<file path="src/rtl/pe_feed_seq_pkg.sv">
// pe_feed_seq_pkg: shared PE packet types, FSM states and sizing defaults for the PE feed sequencer.
package pe_feed_seq_pkg;
  localparam int KTAPS_DEF = 9;
  localparam int POOL_WIN_DEF = 4;
  localparam int NLANES = 4;
  typedef enum logic [2:0] {
    INVALID  = 3'd0,
    VALID    = 3'd1,
    CNN_FIN  = 3'd2,
    POOL_FIN = 3'd3
  } pe_state_t;
  typedef enum logic [1:0] {S_IDLE, S_LOAD_W, S_STREAM, S_FIN} seq_state_t;
  typedef struct packed {
    pe_state_t               state;
    logic [NLANES-1:0][7:0]  a;
    logic [7:0]              wrb_data;
    logic [3:0]              wrb_addr;
    logic [NLANES-1:0]       wrb;
    logic [3:0]              rdb_addr;
  } pe_in_packet_t;
  function automatic pe_state_t last_tap_tag(input logic pool_last);
    return pool_last ? POOL_FIN : CNN_FIN;
  endfunction
endpackage

</file>
<file path="src/rtl/pe_feed_seq_ctr.sv">
// pe_feed_ctr: tap/window/pool-group counters with wrap and terminal-count flags.
module pe_feed_ctr
  import pe_feed_seq_pkg::*;
#(
  parameter int KTAPS    = KTAPS_DEF,
  parameter int POOL_WIN = POOL_WIN_DEF,
  parameter int NWIN_W   = 8
) (
  input  logic              clk,
  input  logic              reset,
  input  logic              i_clr,
  input  logic              i_adv,
  input  logic [NWIN_W-1:0] i_num_win,
  output logic [3:0]        o_tap,
  output logic              o_tap_last,
  output logic              o_win_last,
  output logic              o_pool_last
);
  localparam int PW = POOL_WIN > 1 ? $clog2(POOL_WIN) : 1;
  logic [3:0]        r_tap;
  logic [NWIN_W-1:0] r_win;
  logic [PW-1:0]     r_pool;
  assign o_tap       = r_tap;
  assign o_tap_last  = r_tap == 4'(KTAPS - 1);
  assign o_win_last  = r_win == i_num_win - NWIN_W'(1);
  assign o_pool_last = r_pool == PW'(POOL_WIN - 1);
  // pool counter tracks win % POOL_WIN across the whole job
  always_ff @(posedge clk) begin
    if (reset || i_clr) begin
      r_tap  <= '0;
      r_win  <= '0;
      r_pool <= '0;
    end else if (i_adv) begin
      r_tap <= o_tap_last ? '0 : r_tap + 4'd1;
      if (o_tap_last) begin
        r_win  <= r_win + NWIN_W'(1);
        r_pool <= o_pool_last ? '0 : r_pool + PW'(1);
      end
    end
  end
endmodule

</file>
<file path="src/rtl/pe_feed_seq.sv">
// pe_feed_seq: loads KTAPS weights then streams tagged activation packets to the PE pipeline.
// Optional PE_FEED_PERF_EN adds stall_cnt/beat_cnt performance counters.
module pe_feed_seq
  import pe_feed_seq_pkg::*;
#(
  parameter int KTAPS    = KTAPS_DEF,
  parameter int POOL_WIN = POOL_WIN_DEF,
  parameter int NWIN_W   = 8
) (
  input  logic              clk,
  input  logic              reset,
  input  logic              start,
  input  logic [NWIN_W-1:0] num_win,
  input  logic              w_valid,
  input  logic [7:0]        w_data,
  output logic              w_ready,
  input  logic              a_valid,
  input  logic [31:0]       a_data,
  output logic              a_ready,
  output logic              busy,
  output logic              done,
`ifdef PE_FEED_PERF_EN
  output logic [15:0]       stall_cnt,
  output logic [15:0]       beat_cnt,
`endif
  output pe_state_t         pe_state_o,
  output logic [3:0][7:0]   pe_A_o,
  output logic [7:0]        pe_wrb_data_o,
  output logic [3:0]        pe_wrb_addr_o,
  output logic [3:0]        pe_wrb_o,
  output logic [3:0]        pe_rdb_addr_o
);
  seq_state_t        r_state;
  pe_in_packet_t     r_pkt;
  logic [NWIN_W-1:0] r_num_win;
  logic [3:0]        r_wcnt;
  logic              w_start, w_w_acc, w_a_acc;
  logic [3:0]        w_tap;
  logic              w_tap_last, w_win_last, w_pool_last;
  assign w_ready       = r_state == S_LOAD_W;
  assign a_ready       = r_state == S_STREAM;
  assign busy          = r_state != S_IDLE;
  assign done          = r_state == S_FIN;
  assign w_start       = r_state == S_IDLE && start;
  assign w_w_acc       = w_ready && w_valid;
  assign w_a_acc       = a_ready && a_valid;
  assign pe_state_o    = r_pkt.state;
  assign pe_A_o        = r_pkt.a;
  assign pe_wrb_data_o = r_pkt.wrb_data;
  assign pe_wrb_addr_o = r_pkt.wrb_addr;
  assign pe_wrb_o      = r_pkt.wrb;
  assign pe_rdb_addr_o = r_pkt.rdb_addr;
  pe_feed_ctr #(.KTAPS(KTAPS), .POOL_WIN(POOL_WIN), .NWIN_W(NWIN_W)) u_ctr (
    .clk        (clk),
    .reset      (reset),
    .i_clr      (w_start),
    .i_adv      (w_a_acc),
    .i_num_win  (r_num_win),
    .o_tap      (w_tap),
    .o_tap_last (w_tap_last),
    .o_win_last (w_win_last),
    .o_pool_last(w_pool_last)
  );
  always_ff @(posedge clk) begin
    if (reset) begin
      r_state   <= S_IDLE;
      r_pkt     <= '0;
      r_num_win <= '0;
      r_wcnt    <= '0;
    end else begin
      r_pkt <= '0;
      if (w_w_acc)
        r_pkt <= '{state: INVALID, a: '0, wrb_data: w_data, wrb_addr: r_wcnt, wrb: '1, rdb_addr: '0};
      else if (w_a_acc)
        r_pkt <= '{state: w_tap_last ? last_tap_tag(w_pool_last) : VALID, a: a_data,
                   wrb_data: '0, wrb_addr: '0, wrb: '0, rdb_addr: w_tap};
      case (r_state)
        S_IDLE: if (start) begin
          r_num_win <= num_win;
          r_wcnt    <= '0;
          r_state   <= num_win != '0 ? S_LOAD_W : S_FIN;
        end
        S_LOAD_W: if (w_valid) begin
          r_wcnt <= r_wcnt + 4'd1;
          if (r_wcnt == 4'(KTAPS - 1)) r_state <= S_STREAM;
        end
        S_STREAM: if (a_valid && w_tap_last && w_win_last) r_state <= S_FIN;
        default: r_state <= S_IDLE;
      endcase
    end
  end
`ifdef PE_FEED_PERF_EN
  always_ff @(posedge clk) begin
    if (reset || w_start) begin
      stall_cnt <= '0;
      beat_cnt  <= '0;
    end else begin
      if (a_ready && !a_valid && stall_cnt != '1) stall_cnt <= stall_cnt + 16'd1;
      if (w_a_acc && beat_cnt != '1) beat_cnt <= beat_cnt + 16'd1;
    end
  end
`endif
endmodule
</file>
<file path="config.mk">
export PLATFORM = sky130hd
export DESIGN_NAME = pe_feed_seq
export DESIGN_NICKNAME = d
export VERILOG_FILES = /design/src/rtl/pe_feed_seq_pkg.sv /design/src/rtl/pe_feed_seq_ctr.sv /design/src/rtl/pe_feed_seq.sv
export SDC_FILE = /design/constraint.sdc
export NUM_CORES = 1
export LEC_CHECK = 0
export CORE_ASPECT_RATIO = 1.2
export CORE_MARGIN = 5
export CORE_UTILIZATION = 44
export DETAILED_ROUTE_END_ITERATION = 6
export MAX_ROUTING_LAYER = met4
export PLACE_DENSITY = 0.87
export SLEW_MARGIN = 10
export SYNTH_ARGS = -nofsm -noshare
export SYNTH_HDL_FRONTEND = slang
export SYNTH_SLANG_ARGS = --single-unit
</file>
<file path="constraint.sdc">
create_clock -name clk -period 2.3 [get_ports clk]
set_input_delay 0.46 -clock clk [delete_from_list [all_inputs] [get_ports clk]]
set_output_delay 0.46 -clock clk [all_outputs]
set_load 0.1 [all_outputs]
</file>
==> reports/qor.yml, run 1 <==
cts_setup_buffers: 0
wl_per_cell_um: 13.3
critPathSlowestCell: "a2111o_1"
power_per_cell_area_nw_per_um2: 884
fillerInstances: 562
yosys-top-cells-count: "dfxtp_1 (79), and2_1 (48), nand2_1 (25)"
cp_top_family: "compound AO/OA/AOI/OAI gates"
worst_pin_slew_ps: 506
die_area_um2: 8650
multiInputGateArea_um2: 1350
fin_hold_ws_ps: 486
start_util_pct: 44.8
fmax_mhz: 469
power.internal_uw: 2390
pre_cts_ws_ps: -138
clk_pin_slew_ps: 90
skew_ps: 10.7
core-area_um2: 6770
status: "finished clean"
ant_nets: 0
insertion_delay_ps: 350
yosysMostFrequentCell: "dfxtp_1"
syn_nets: 375
clockRootBuffer: "clkbuf_8"
antenna_found_initial: 0
globalRouteMet2Util_pct: 28.9
n_antenna_cell: 0
dr_total_vias: 2444
via_per_inst: 4.72
crit_path_max_incr_delay_ps: 440
synth_flop_cell: "dfxtp_1"
nets: 490
drt_wl_total_um: 6910
async_flop_share_pct: 0
grt_max_degree: 39
path_max_fanout: 7
synth_area_leaders: "dfxtp_1 (52%), and2_1 (9.9%), ha_1 (4.5%)"
synth_top_cell_by_area: "dfxtp_1"
grt_pass1_vias: 2454
netlist_area_um2: 3030
drive_gt1_share_pct: 21.8
busiest_layer: "met2"
synth.distinct_cells: 43
yosysWarnings: 0
yosysTopAreaCellShare_pct: 52.2
synthCells: 311
htreeDepth: 3
syn_area_per_cell_um2: 9.74
seqPwrFrac_pct: 39.2
dieWidth_um: 85.8
use_met3_pct: 3.11
crit_path_end_kind: "register"
total_power_uw: 3830
dr.pass1.iters: 5
hold_violations: 0
fin_ws_ps: 168
worst_ir_drop_vdd_v: 0.000508
tritoncts: "yes"
crit_buf_inv: 1
tns_ps: 0
drt-initial-drc-count: 92
maxSlewHeadroom_pct: 66.2
grt_pass1_wl_um: 11100
drc: 0
comb_power_share_pct: 33.6
fin_util_pct: 63.9
min_path_type: "reg -> reg"
numCtsBuffers: 9
ios: 112
rsz0062_at_grt: "no"
synth_edf_count: 0
area_growth_pct: 42.8
seq_area_um2: 1580
core.rowCount: 33
post-route-period-util_pct: 92.7
overflow: 0
arrival_ps: 2380
p_sw_uw: 1440
clock_path_buffers: 2
drv_slew: 0
cellLeakagePower_uw: 0.00184
track_usage_pct: 16.5
io_buffers: 110
cp.required_ps: 2550
min_period_ps: 2130
p_clk_share_pct: 27.2
synth_seq_cells: 79
swShare_pct: 37.6
crit_type: "reg -> reg"
grt_util_met1_pct: 17.9
dp_hpwl_um: 5290
crit_chain: "inv_1, ha_2, nor2b_1, a211o_1, a2111o_1, a2111oi_4, o21ai_0, o41ai_1"
clkSinkCount: 79
drv_cap: 0
ys_seq_area_share_pct: 52.2
gp_congestion: 0.847
die_h_um: 101
setup_viol: 0
crit_path_start_kind: "register"
[kinds of logic (layout without fill, tap and decap cells)]
| logic type | count (synthesis) | after routing | share of synthesized area [%] |
|---|---|---|---|
| compound gates | 37 | 37 | 8.30 |
| xor+xnor | 18 | 18 | 5.20 |
| fa+ha+maj | 11 | 11 | 4.54 |
| buf+inv | 25 | 145 | 3.84 |
| flops | 79 | 79 | 52.2 |
| mux | 3 | 3 | 0.991 |
| other cells | 1 | 1 | 0.124 |
| simple gates | 137 | 137 | 24.8 |
[stage by stage]
step	cell area (um2)	std cells
final	4330	518
after global routing	4330	518
after CTS	4320	518
after detailed placement	4120	502
after global placement	4120	502
after floorplan	3040	311
[worst paths after layout]
kind                     start            to  cells after the start  slack [ps]
hold reg to reg   r_num_win[7]  r_num_win[7]                      2         490
setup reg to reg    r_state[0]    r_state[0]                      8         170
setup / recovery    r_state[0]    r_state[0]                      8         170
hold / removal    r_num_win[7]  r_num_win[7]                      2         490
[final cells by class]
class / instances / area share, %
sequential: 79 / 36.6
multi-input combinational: 207 / 31.1
timing repair buffer: 119 / 24.2
clock buffer: 9 / 2.86
tap: 87 / 2.52
clock inverter: 7 / 1.85
inverter: 10 / 0.868
[per-layer routing]
metal  vias up  routed length (um)  share of wire (%)
met5         -                   0                  0
met4         0                 170                2.5
met3        14                 427                6.2
met2        85                3470                 50
met1      1093                2840                 41
li1       1252                   -                  -
[power groups by stage]
stage | Sequential [uW] | Clock, uW | Combinational (uW)
finish | 1500 | 1040 | 1280
global route | 1510 | 1130 | 1360
CTS | 1500 | 1070 | 1290
detailed placement | 1530 | 0 | 1280
global placement | 1520 | 0 | 1260
floorplan | 1770 | 0 | 683
[layout by cell type (no fill, tap or decap), drive strengths merged, types with 2 or more instances in the layout]
| master | n |
|---|---|
| a211oi | 2 |
| a21oi | 15 |
| a31oi | 2 |
| and2 | 49 |
| buf | 67 |
| clkbuf | 9 |
| clkdlybuf4s50 | 52 |
| clkinv | 2 |
| dfxtp | 79 |
| ha | 11 |
| inv | 13 |
| mux2i | 3 |
| nand2 | 25 |
| nand2b | 4 |
| nand3 | 7 |
| nand3b | 2 |
| nand4 | 6 |
| nor2 | 23 |
| nor2b | 3 |
| nor3 | 12 |
| nor4 | 2 |
| o21ai | 7 |
| o21bai | 2 |
| o41ai | 2 |
| xnor2 | 7 |
| xor2 | 11 |
[sequential cells by signal, indices dropped and copies added (netlist names), 4 cells and up]
name           count
pe_wrb_data_o      8
pe_rdb_addr_o      4
u_ctr.o_tap        4
r_num_win          8
pe_A_o            32
pe_wrb_addr_o      4
r_wcnt             4
u_ctr.r_win        8
[worst register-to-register path: cells and delay by family, from the launching register on]
family,cells,cell delay (ps)
compound gates,5,1170
flops,1,380
buf+inv,1,100
fa+ha+maj,1,230
simple gates,1,150
[timing repair]
item,in CTS,in global routing
gates resized for setup,0,2
endpoints found under the hold margin,0,0
hold buffers,0,0
endpoints found under the setup margin,0,2
Power figures use the tool's default switching activity.
==> run 2, diff against run 1 <==
--- a/config.mk
+++ b/config.mk
@@ -8,6 +8,7 @@
 export CORE_ASPECT_RATIO = 1.2
 export CORE_MARGIN = 5
 export CORE_UTILIZATION = 44
+export CTS_CLUSTER_DIAMETER = 40
 export DETAILED_ROUTE_END_ITERATION = 6
 export MAX_ROUTING_LAYER = met4
 export PLACE_DENSITY = 0.87
==> results of run 2 <==
Final layout, timing and power as in run 1 (identical DEF).
==> run 3, diff against run 2 <==
--- a/config.mk
+++ b/config.mk
@@ -11,7 +11,7 @@
 export CTS_CLUSTER_DIAMETER = 40
 export DETAILED_ROUTE_END_ITERATION = 6
 export MAX_ROUTING_LAYER = met4
-export PLACE_DENSITY = 0.87
+export PLACE_DENSITY = 0.79
 export SLEW_MARGIN = 10
 export SYNTH_ARGS = -nofsm -noshare
 export SYNTH_HDL_FRONTEND = slang
==> run 3 against run 2 <==
Against the previous run:
- critical endpoint is now r_state[1]
- cell area up 0.69%
- clock skew down 5.6 ps
- global-route usage shrank 0.22 points
- combinational power hardly changed
- first-iteration DRC count increased by 15%
- critical path type unchanged
- highest routed layer unchanged
- flip-flop and latch count did not move
==> reports/qor.yml, run 3 (synthesized netlist as in run 1, its figures left out) <==
hold_violations: 0  # unchanged
p_sw_uw: 1440  # +0.11%
status: "finished clean"
ant_nets: 0  # unchanged
crit_path_max_incr_delay_ps: 440  # about the same
clk_pin_slew_ps: 80  # about the same
htreeDepth: 3  # unchanged
power.internal_uw: 2440  # +2.1%
dp_cells: 504  # +0.40%
drc: 0  # unchanged
largest_reg_flops: 32  # unchanged
via_per_inst: 4.77  # +1.1%
maxSlewHeadroom_pct: 66.1  # about the same
clock_path_buffers: 2  # unchanged
overflow: 0  # unchanged
fin_hold_ws_ps: 490  # +3.98 ps
crit_path_start_kind: "register"
clkSinkCount: 79  # unchanged
crit_path_end_kind: "register"
post-route-period-util_pct: 92.9  # +0.16 points
final_area_um2: 4360  # +0.69%
drv_cap: 0  # unchanged
fin_ws_ps: 164  # -3.79 ps
pre_cts_ws_ps: -137  # +1.23 ps
dr_total_vias: 2480  # +1.5%
n_antenna_cell: 0  # unchanged
worst_pin_slew_ps: 509  # +2.69 ps
arrival_ps: 2380  # about the same
critPathSlowestCell: "a2111o_1"
insertion_delay_ps: 350  # about the same
power_per_cell_area_nw_per_um2: 890  # +0.63%
min_path_type: "reg -> reg"
drive_gt1_share_pct: 21.7  # -0.10 points
drt-initial-drc-count: 106  # +15%
tritoncts: "yes"
comb_power_share_pct: 33.7  # about the same
clockRootBuffer: "clkbuf_8"
drt_wl_total_um: 6820  # -1.3%
path_max_fanout: 8  # +1
io_buffers: 110  # unchanged
core-area_um2: 6770  # unchanged
dr.pass1.iters: 4  # -1
worst_ir_drop_vdd_v: 0.000486  # -4.3%
die_h_um: 101  # unchanged
cp.required_ps: 2540  # about the same
fin_util_pct: 64.3  # +0.44 points
dp_hpwl_um: 5180  # -2.1%
setup_viol: 0  # unchanged
core.rowCount: 33  # unchanged
grt_pass1_vias: 2390  # -2.6%
mostFrequentLayoutCell: "dfxtp_1"
track_usage_pct: 16.3  # -0.22 points
die_area_um2: 8650  # unchanged
mostFrequentLayoutCells: "dfxtp_1 (79), buf_4 (67), clkdlybuf4s50_1 (52)"
crit_chain: "inv_1, ha_4, nor2b_4, a211o_1, a2111o_1, a2111oi_4, o21ai_0, o41ai_1"
area_growth_pct: 43.8
min_period_ps: 2140  # +3.79 ps
skew_ps: 5.06  # -5.64 ps
cp_top_family: "compound AO/OA/AOI/OAI gates"
drv_slew: 0  # unchanged
start_util_pct: 44.8  # unchanged
place_area_um2: 4130  # +0.36%
swShare_pct: 37.1  # -0.45 points
grt_max_degree: 39  # unchanged
fmax_mhz: 468  # -0.18%
dieWidth_um: 85.8  # unchanged
wl_per_cell_um: 13.1  # -1.7%
crit_type: "reg -> reg"
grt_pass1_wl_um: 10800  # -2.0%
rsz0062_at_grt: "no"
nets: 492  # +0.41%
crit_buf_inv: 1  # unchanged
instances_no_fill: 520  # +0.39%
ios: 112  # unchanged
numCtsBuffers: 9  # unchanged
cellLeakagePower_uw: 0.00186  # +0.87%
p_clk_share_pct: 27.7  # +0.5 points
seqPwrFrac_pct: 38.6  # -0.6 points
antenna_found_initial: 0  # unchanged
gp_congestion: 0.815  # -3.8%
run 3: path summary, 6_finish.rpt:
kind                     start            to  slack [ps]  cells past startpoint
setup / recovery    r_state[1]    r_state[1]         160                      8
hold reg to reg   r_num_win[7]  r_num_win[7]         490                      2
hold / removal    r_num_win[7]  r_num_win[7]         490                      2
setup reg to reg    r_state[1]    r_state[1]         160                      8
run 3: metrics by stage:
step	TNS, ps	power [uW]
finish	0	3880
global route	0	4070
CTS	0	3910
detailed placement	-263	2830
global placement	-138	2800
floorplan	0	2450
run 3: cell type report:
| class | count | area, um2 |
|---|---|---|
| clock buffer | 10 | 138 |
| clock inverter | 6 | 75.1 |
| fill | 559 | 2410 |
| inverter | 10 | 37.5 |
| multi-input combinational | 207 | 1350 |
| sequential | 79 | 1580 |
| tap | 87 | 109 |
| timing repair buffer | 121 | 1060 |
run 3: power by group through the flow:
| stage | Combinational (uW) | Clock (uW) | Sequential [uW] |
|---|---|---|---|
| finish | 1310 | 1070 | 1500 |
| global route | 1390 | 1170 | 1510 |
| CTS | 1310 | 1110 | 1490 |
| detailed placement | 1300 | 0 | 1530 |
| global placement | 1280 | 0 | 1520 |
| floorplan | 683 | 0 | 1770 |
run 3: metal layers:
| metal | up-vias | global-route usage, % | wire [um] |
|---|---|---|---|
| li1 | 1258 | - | - |
| met1 | 1135 | 17.6 | 2760 |
| met2 | 76 | 28.1 | 3490 |
| met3 | 11 | 3.03 | 427 |
| met4 | 0 | 9.01 | 133 |
| met5 | - | - | 0 |
run 3: repair_timing:
item                                    CTS  global route
buffers inserted                          0             0
gates resized for setup                   0             1
endpoints found under the setup margin    0             2
hold buffers                              0             0
run 3: tightest hold or removal path: cells and delay by family, from the launching register on:
family / cells / cell delay [ps]
compound gates: 1 / 50
simple gates: 1 / 60
flops: 1 / 330
